**src/rtl/idu_pipe.sv**
```systemverilog
// -----------------------------------------------------------------------------
// idu_pipe : single-stage RISC-V instruction decode pipeline register.
//
// Decodes an incoming 32-bit instruction combinationally and captures the
// decode result, together with the raw instruction and its PC, on every input
// transfer (in_valid && in_ready). The output stage uses a valid/ready
// handshake and holds its data stable under backpressure. A 32-bit counter
// counts completed output transfers.
//
// Parameters
//   XLEN      datapath width, 32 or 64
//   RV64_OPS  1 with XLEN=64 makes OP-32 / OP-IMM-32 legal
//
// Ports
//   clk, rst                 clock, synchronous active-high reset
//   flush                    drop held output and block input this cycle
//   in_valid / in_ready      upstream handshake
//   in_inst, in_pc           instruction word and its PC
//   out_valid / out_ready    downstream handshake
//   out_pc, out_inst         registered copies of the input
//   out_rs1/out_rs2/out_rd   register specifiers
//   out_imm                  sign-extended immediate (0 for R and N formats)
//   out_type                 format R=0 I=1 S=2 B=3 U=4 J=5 N=6
//   out_rd_wen               destination register is written
//   out_illegal              opcode not recognised
//   out_count                output transfer counter, wraps at 2^32
// -----------------------------------------------------------------------------
module idu_pipe #(
    parameter int XLEN     = 32,
    parameter bit RV64_OPS = 1'b0
) (
    input  logic            clk,
    input  logic            rst,
    input  logic            flush,
    input  logic            in_valid,
    output logic            in_ready,
    input  logic [31:0]     in_inst,
    input  logic [XLEN-1:0] in_pc,
    output logic            out_valid,
    input  logic            out_ready,
    output logic [XLEN-1:0] out_pc,
    output logic [31:0]     out_inst,
    output logic [4:0]      out_rs1,
    output logic [4:0]      out_rs2,
    output logic [4:0]      out_rd,
    output logic [XLEN-1:0] out_imm,
    output logic [2:0]      out_type,
    output logic            out_rd_wen,
    output logic            out_illegal,
    output logic [31:0]     out_count
);

    localparam logic [2:0] TYPE_R = 3'd0;
    localparam logic [2:0] TYPE_I = 3'd1;
    localparam logic [2:0] TYPE_S = 3'd2;
    localparam logic [2:0] TYPE_B = 3'd3;
    localparam logic [2:0] TYPE_U = 3'd4;
    localparam logic [2:0] TYPE_J = 3'd5;
    localparam logic [2:0] TYPE_N = 3'd6;

    localparam logic [6:0] OPC_OP       = 7'b0110011;
    localparam logic [6:0] OPC_OP_IMM   = 7'b0010011;
    localparam logic [6:0] OPC_LOAD     = 7'b0000011;
    localparam logic [6:0] OPC_JALR     = 7'b1100111;
    localparam logic [6:0] OPC_SYSTEM   = 7'b1110011;
    localparam logic [6:0] OPC_FENCE    = 7'b0001111;
    localparam logic [6:0] OPC_STORE    = 7'b0100011;
    localparam logic [6:0] OPC_BRANCH   = 7'b1100011;
    localparam logic [6:0] OPC_LUI      = 7'b0110111;
    localparam logic [6:0] OPC_AUIPC    = 7'b0010111;
    localparam logic [6:0] OPC_JAL      = 7'b1101111;
    localparam logic [6:0] OPC_OP_32    = 7'b0111011;
    localparam logic [6:0] OPC_OP_IMM32 = 7'b0011011;

    // The 32-bit-word opcodes only exist on a 64-bit datapath.
    localparam bit RV64_EN = (RV64_OPS == 1'b1) && (XLEN == 32'sd64);

    logic [6:0]      opcode_s;
    logic [2:0]      funct3_s;
    logic [2:0]      type_s;
    logic [31:0]     imm32_s;
    logic [XLEN-1:0] imm_s;
    logic            wen_s;
    logic            in_fire_s;
    logic            out_fire_s;

    logic            valid_r;
    logic [XLEN-1:0] pc_r;
    logic [31:0]     inst_r;
    logic [XLEN-1:0] imm_r;
    logic [2:0]      type_r;
    logic            wen_r;
    logic [31:0]     count_r;

    // Opcode to instruction format; anything unrecognised is format N.
    always_comb begin
        opcode_s = in_inst[6:0];
        funct3_s = in_inst[14:12];
        type_s   = TYPE_N;
        if (in_inst[1:0] != 2'b11) begin
            type_s = TYPE_N;
        end else begin
            case (opcode_s)
                OPC_OP:       type_s = TYPE_R;
                OPC_OP_IMM,
                OPC_LOAD,
                OPC_JALR,
                OPC_SYSTEM,
                OPC_FENCE:    type_s = TYPE_I;
                OPC_STORE:    type_s = TYPE_S;
                OPC_BRANCH:   type_s = TYPE_B;
                OPC_LUI,
                OPC_AUIPC:    type_s = TYPE_U;
                OPC_JAL:      type_s = TYPE_J;
                OPC_OP_32: begin
                    if (RV64_EN) type_s = TYPE_R;
                    else         type_s = TYPE_N;
                end
                OPC_OP_IMM32: begin
                    if (RV64_EN) type_s = TYPE_I;
                    else         type_s = TYPE_N;
                end
                default:      type_s = TYPE_N;
            endcase
        end
    end

    // Immediate assembly: built as a sign-extended 32-bit value, then
    // sign-extended again to the datapath width.
    always_comb begin
        imm32_s = 32'h0000_0000;
        case (type_s)
            TYPE_I:  imm32_s = {{20{in_inst[31]}}, in_inst[31:20]};
            TYPE_S:  imm32_s = {{20{in_inst[31]}}, in_inst[31:25], in_inst[11:7]};
            TYPE_B:  imm32_s = {{19{in_inst[31]}}, in_inst[31], in_inst[7],
                                in_inst[30:25], in_inst[11:8], 1'b0};
            TYPE_U:  imm32_s = {in_inst[31:12], 12'h000};
            TYPE_J:  imm32_s = {{11{in_inst[31]}}, in_inst[31], in_inst[19:12],
                                in_inst[20], in_inst[30:21], 1'b0};
            default: imm32_s = 32'h0000_0000;
        endcase
        imm_s = XLEN'(signed'(imm32_s));
    end

    // Register write enable: FENCE and ECALL/EBREAK (SYSTEM funct3=0) are
    // I-format but never write rd.
    always_comb begin
        wen_s = 1'b0;
        if (((type_s == TYPE_R) || (type_s == TYPE_I) ||
             (type_s == TYPE_U) || (type_s == TYPE_J)) &&
            (in_inst[11:7] != 5'd0) &&
            (opcode_s != OPC_FENCE) &&
            !((opcode_s == OPC_SYSTEM) && (funct3_s == 3'b000))) begin
            wen_s = 1'b1;
        end else begin
            wen_s = 1'b0;
        end
    end

    assign in_ready   = (!valid_r || out_ready) && !flush;
    assign in_fire_s  = in_valid && in_ready;
    assign out_fire_s = valid_r && out_ready;

    // Output valid flag: flush wins over a load; a drain without refill
    // empties the stage.
    always_ff @(posedge clk) begin
        if (rst) begin
            valid_r <= 1'b0;
        end else if (flush) begin
            valid_r <= 1'b0;
        end else if (in_fire_s) begin
            valid_r <= 1'b1;
        end else if (out_fire_s) begin
            valid_r <= 1'b0;
        end
    end

    // Decoded data registers: only written on an input transfer, so they hold
    // under backpressure and across a flush.
    always_ff @(posedge clk) begin
        if (rst) begin
            pc_r   <= '0;
            inst_r <= 32'h0000_0000;
            imm_r  <= '0;
            type_r <= TYPE_N;
            wen_r  <= 1'b0;
        end else if (in_fire_s) begin
            pc_r   <= in_pc;
            inst_r <= in_inst;
            imm_r  <= imm_s;
            type_r <= type_s;
            wen_r  <= wen_s;
        end
    end

    // Transfer counter: an output transfer in a flush cycle still counts.
    always_ff @(posedge clk) begin
        if (rst) begin
            count_r <= 32'h0000_0000;
        end else if (out_fire_s) begin
            count_r <= count_r + 32'd1;
        end
    end

    assign out_valid   = valid_r;
    assign out_pc      = pc_r;
    assign out_inst    = inst_r;
    assign out_rs1     = inst_r[19:15];
    assign out_rs2     = inst_r[24:20];
    assign out_rd      = inst_r[11:7];
    assign out_imm     = imm_r;
    assign out_type    = type_r;
    assign out_rd_wen  = wen_r;
    assign out_illegal = (type_r == TYPE_N);
    assign out_count   = count_r;

endmodule

```
**config.mk**
```make
export PLATFORM = sky130hd
export DESIGN_NAME = idu_pipe
export DESIGN_NICKNAME = d
export VERILOG_FILES = /design/src/rtl/idu_pipe.sv
export SDC_FILE = /design/constraint.sdc
export NUM_CORES = 1
export LEC_CHECK = 0
export BUFFER_PORTS_ARGS = -buffer_cell sky130_fd_sc_hd__buf_2
export CAP_MARGIN = 20
export CORE_UTILIZATION = 48
export DETAILED_ROUTE_END_ITERATION = 16
export PLACE_DENSITY = 0.79
export SYNTH_ARGS = -nofsm -noshare
export SYNTH_HDL_FRONTEND = slang
export SYNTH_SLANG_ARGS = --single-unit
```
**constraint.sdc**
```tcl
create_clock -name clk -period 2.4 [get_ports clk]
set_input_delay 0.24 -clock clk [delete_from_list [all_inputs] [get_ports clk]]
set_output_delay 0.24 -clock clk [all_outputs]
set_load 0.02 [all_outputs]
```
# --- Word level (Yosys, flattened, before mapping) ---
# Cells that the tools add are included.
word_totals:
  reg_bits: 133
  input_bits: 69
  out_inout_bits: 150
  wordCells: 54
classes:
  n_addsub: 1
  eq_ne: 19
  n_mux: 6
  n_reduce_logical: 21
op_table:
  columns: ["op", "n"]
  rows:
  - ["32-bit case mux with 5 select lines", 1]
  - ["32-bit by 1-bit adder with 32-bit output, second input constant", 1]
  - ["7-bit equality test, second input constant", 4]
  - ["7-bit by 6-bit equality test with 1-bit output, second input constant", 3]
  - ["3-bit case mux with 6 select lines", 1]
  - ["7-bit by 5-bit equality test with 1-bit output, second input constant", 2]
  - ["3-bit equality test, second input constant", 3]
  - ["7-bit by 2-bit equality test with 1-bit output, second input constant", 1]
  - ["7-bit by 4-bit equality test with 1-bit output, second input constant", 1]
  - ["1-bit logical AND", 7]
  - ["7-bit by 4-bit != test with 1-bit output, second input constant", 1]
  - ["3-bit by 2-bit equality test with 1-bit output, second input constant", 2]
  - ["3-bit zero test", 2]
  - ["5-bit nonzero test", 1]
  - ["5-bit OR reduction", 1]
  - ["1-bit logical OR", 4]
  - ["2-bit OR reduction", 2]
  - ["3-bit by 1-bit equality test with 1-bit output, second input constant", 1]
  - ["1-bit zero test", 3]
  - ["1-bit two-way mux", 3]
  - ["3-bit two-way mux", 1]
  - ["2-bit != test, second input constant", 1]
  - ["2-bit nonzero test", 1]

# --- Logic depth before layout (Yosys ltp) ---
logic_depth:
  word_depth: 12
  mapped_depth: 7
  depth_no_buf: 5

# --- Worst setup path after synthesis ---
# Ideal clock, no wire load.
synth_timing:
  kind: "register to register"
  start: "register count_r[9] (netlist: out_count[9])"
  end: "register count_r[23] (netlist: out_count[23])"
  setup_time_ps: 128
  arrival_time_ps: 1820
  required_time_ps: 2272
  path_slack_ps: 453
  stages_incl_launch_ff: 8
  n_path_buf: 2
  synth_period_minus_slack_ps: 1947
  cell_sequence: "dfxtp_1 nand4_2 or4_1 buf_2 buf_6 nor3_2 xnor2_1 nor2_1"
synth_via:
  elab_chain_cells: 1
synth_lines:
  columns: ["item", "line", "rtl"]
  rows:
  - ["from (decl)", "93", "logic [31:0] count_r;"]
  - ["from (signal assigned)", "201", "count_r <= count_r + 32'd1;"]
  - ["32-bit by 1-bit adder with 32-bit output", "201", null]
# No other way between the ends.
# A chain may end at the register's enable or synchronous reset.

# --- Final worst setup path ---
layout_timing:
  start: "register count_r[9] (netlist: out_count[9])"
  end: "register count_r[26] (netlist: out_count[26])"
# Same word-level chain as after synthesis.

==> metrics.md <==
| Metric | Value |
|---|---|
| Crit path max fanout | `14` |
| Initial antenna violation count | `0` |
| Postcts setup bufs | `0` |
| Hold_buf cts | `0` |
| Total inserted antenna cells | `0` |
| Slew @ Worst Pin | `~0.70 ns` |
| Internal power | `3.99 mW` |
| Synth area leader | `dfxtp_1` |
| Fin worst setup slack | `between 0.3 and 0.4 ns` |
| Nets@finish | `between 900 and 1000` |
| Largest net degree at the start of global routing | `51` |
| Clock sinks | `approximately 130` |
| CTS resizes | `0` |
| Yosys warnings | `0` |
| Area Growth Syn to Fin | `30.4%` |
| Share of layout cells above drive strength 1 | `0.329` |
| Pwr dens | `735 nW/µm²` |
| Max-capacitance violation count | `0` |
| Max-slew violations | `0` |
| Max-slew headroom | `0.531` |
| Top area cells in the synthesized netlist | `dfxtp_1 (49%), nand2_1 (10%), a21oi_1 (7.6%), xnor2_1 (3.7%), a221o_1 (3.5%)` |
| Die H | `108 µm` |
| Sum Neg Setup Slack | `0 ns` |
| Critical path origin | `out_count[9]` |
| Syn Nets | `713` |
| Worst vdd ir | `around 460 µV` |
| I/O pin count | `between 200 and 250` |
| FF-to-FF setup slack | `~0.35 ns` |
| Mapped cell area | `~5400 µm²` |
| Die W | `108 µm` |
| All-Layer GR Usage | `0.259` |
| Reg power frac | `0.442` |
| Clock power share | `0.469` |
| Final setup fails | `0` |
| Full die area | `about 12000 µm²` |
| Vias | `about 5300` |
| Period utilization | `0.853` |
| Net switching power | `between 1 and 1.5 mW` |
| FF+latch count, synth | `approximately 130` |
| Longest Clk Path Bufs | `2` |
| DRT Wirelength | `between 15000 and 20000 µm` |
| Reg2Reg Depth | `6` |
| Initial DRC Count | `roughly 300` |
| Asr flop ratio synth | `0` |
| Main synth FF type | `dfxtp_1` |
| CTS tree | `done` |
| P_leak | `roughly 3.1 nW` |
| Nature of the critical path startpoint | `flip-flop` |
| Total CTS buffers | `17` |
| Tmin final | `2.05 ns` |
| Reg clk slew, reported paths | `around 0.050 ns` |
| H-tree depth | `4` |
| Switching Fraction | `0.234` |
| HP Class | `primary input to flip-flop` |
| CP Capture Type | `flip-flop` |
| Core ar. | `10900 µm²` |
| Final hold viol count | `0` |
| End of the critical path | `out_count[26]` |
| ANT nets after route | `0` |
| WP data arrival | `2.33 ns` |
| Initial core utilization | `0.496` |
| Vias in the first global route | `between 4000 and 5000` |
| Avg Synthesized Cell Area | `around 8.4 µm²` |
| Distinct cell type count after synthesis | `51` |
| Req. time, crit path | `roughly 2.7 ns` |
| Port bufs | `~220` |
| DR vias/cell | `around 5.4` |
| Post-synth EDFFs | `0` |
| Sequential share of the synthesized area | `0.491` |
| Root Driver | `clkbuf_16` |
| RSZ-0062 raised after global routing | `no` |
| Row count | `38` |
| DR pass1 iterations | `5` |
| DP Cell Count | `between 900 and 1000` |
| Combinational power share | `0.089` |
| Drt drc | `0` |
| WL per Instance | `around 15 µm` |
| Grt ovf | `0` |
| Clock latency on the worst-skew pair | `roughly 0.41 ns` |
| Pre-CTS setup slack | `approximately 0.28 ns` |
| Global-route wire length before repair | `roughly 24000 µm` |
| Worst R2R Start | `out_count[9]` |
| RePlAce Congestion | `0.930` |
| Max Freq | `between 0.4 and 0.5 GHz` |
| Area share of the largest cell type after synthesis | `0.491` |
| Fin cells | `slightly below 1000` |
| Cells after Synth | `approximately 640` |
| Critical path type | `flip-flop to flip-flop` |
| Dpl hpwl | `roughly 11000 µm` |
| Status | `complete, no violations` |
| Reg2reg end | `out_count[26]` |
| Clk_skew | `0.00595 ns` |
sequential cells by signal, indices dropped and copies added, names as in the netlist:
signal and count:
out_imm 32, out_inst 32, out_type 3, out_count 32
out_valid 1, out_pc 32, out_rd_wen 1
metal layers:
| layer | up-vias | wire (µm) | GRT usage |
|---|---|---|---|
| met4 | 0 | 519 | 0.136 |
| li1 | 2568 | - | - |
| met1 | 2473 | 6240 | 0.309 |
| met3 | 45 | 1040 | 0.0651 |
| met5 | - | 0 | 0 |
| met2 | 230 | 7210 | 0.431 |
final cells by class:
class / count / area (µm²)
Timing Repair Buffer: 229 / 1190
Fill cell: 939 / 3860
Clock buffer: 25 / 515
Tap cell: 140 / 175
Sequential cell: 133 / 2660
Clock inverter: 4 / 45.0
Multi-Input combinational cell: 440 / 2440
Inverter: 12 / 45.0
stage by stage:
step / total power, mW / util / hold WS [ns] / cell area, µm²
4_1_cts: 5.24 / 0.647 / 0.0387 / 7080
6_report: 5.20 / 0.647 / 0.0553 / 7080
3_5_place_dp: 2.81 / 0.596 / 0.444 / 6520
3_3_place_gp: 2.79 / 0.596 / 0.438 / 6520
2_1_floorplan: 2.62 / - / 0.319 / 5430
5_1_grt: 5.39 / 0.647 / 0.0460 / 7080
power by group through the flow:
| stage | clock network (mW) | logic [mW] | registers (mW) |
|---|---|---|---|
| finish | 2.44 | 0.463 | 2.30 |
| global route | 2.58 | 0.506 | 2.30 |
| CTS | 2.47 | 0.463 | 2.30 |
| detailed placement | 0 | 0.462 | 2.34 |
| global placement | 0 | 0.450 | 2.34 |
| floorplan | 0 | 0.213 | 2.41 |
cells by family after synthesis:
family | count (synthesis) | share of synthesized area
compound gates | 139 | 0.165
xor+xnor | 28 | 0.0452
fa+ha+maj | 1 | 0.00231
buf+inv | 70 | 0.0616
flops | 133 | 0.491
simple gates | 272 | 0.235
how the worst min path moves through the flow:
stage | start | end | slack [ns] | cells past startpoint
3_5_place_dp | out_pc[25] | out_pc[25] | 0.44 | 2
3_3_place_gp | out_pc[11] | out_pc[11] | 0.44 | 2
4_1_cts | flush | out_valid | 0.04 | 2
6_report | flush | out_valid | 0.06 | 2
5_1_grt | flush | out_valid | 0.05 | 2
2_1_floorplan | flush | out_valid | 0.32 | 1
synthesized netlist by cell type, types with 7 or more instances:
cell type and count:
dfxtp_1 133, nand3_1 16, nor3_2 9, a22o_1 9
nand2_1 149, a221o_1 19, or3_1 7, inv_1 12
nor2_1 39, clkbuf_1 31, buf_4 15, a21oi_1 82
xnor2_1 23, o21ai_0 10
cell usage in the layout (no fill, tap or decap), drive strengths merged, types with 2 or more instances in the layout:
cell type,n
buf,229
nand2,149
dfxtp,133
a21oi,82
nor2,39
clkbuf,25
xnor2,23
a221o,19
nand3,16
nor3,15
inv,12
o21ai,10
a22o,9
or3,7
nor4,7
nand2b,6
and3,6
and2,5
a22oi,5
xor2,5
nand4,5
and4,4
nor2b,3
clkinv,3
or2,2
nand3b,2
a31oi,2
or4,2
a211oi,2
worst max-delay path, cell delays in order, from the launching register on:
cell     delay (ns)
dfxtp_1        0.44
nand4_2        0.15
or4_1          0.54
buf_4          0.21
nor4_1         0.35
xnor2_1        0.17
nor2_1         0.06
Power figures use the tool's default switching activity.
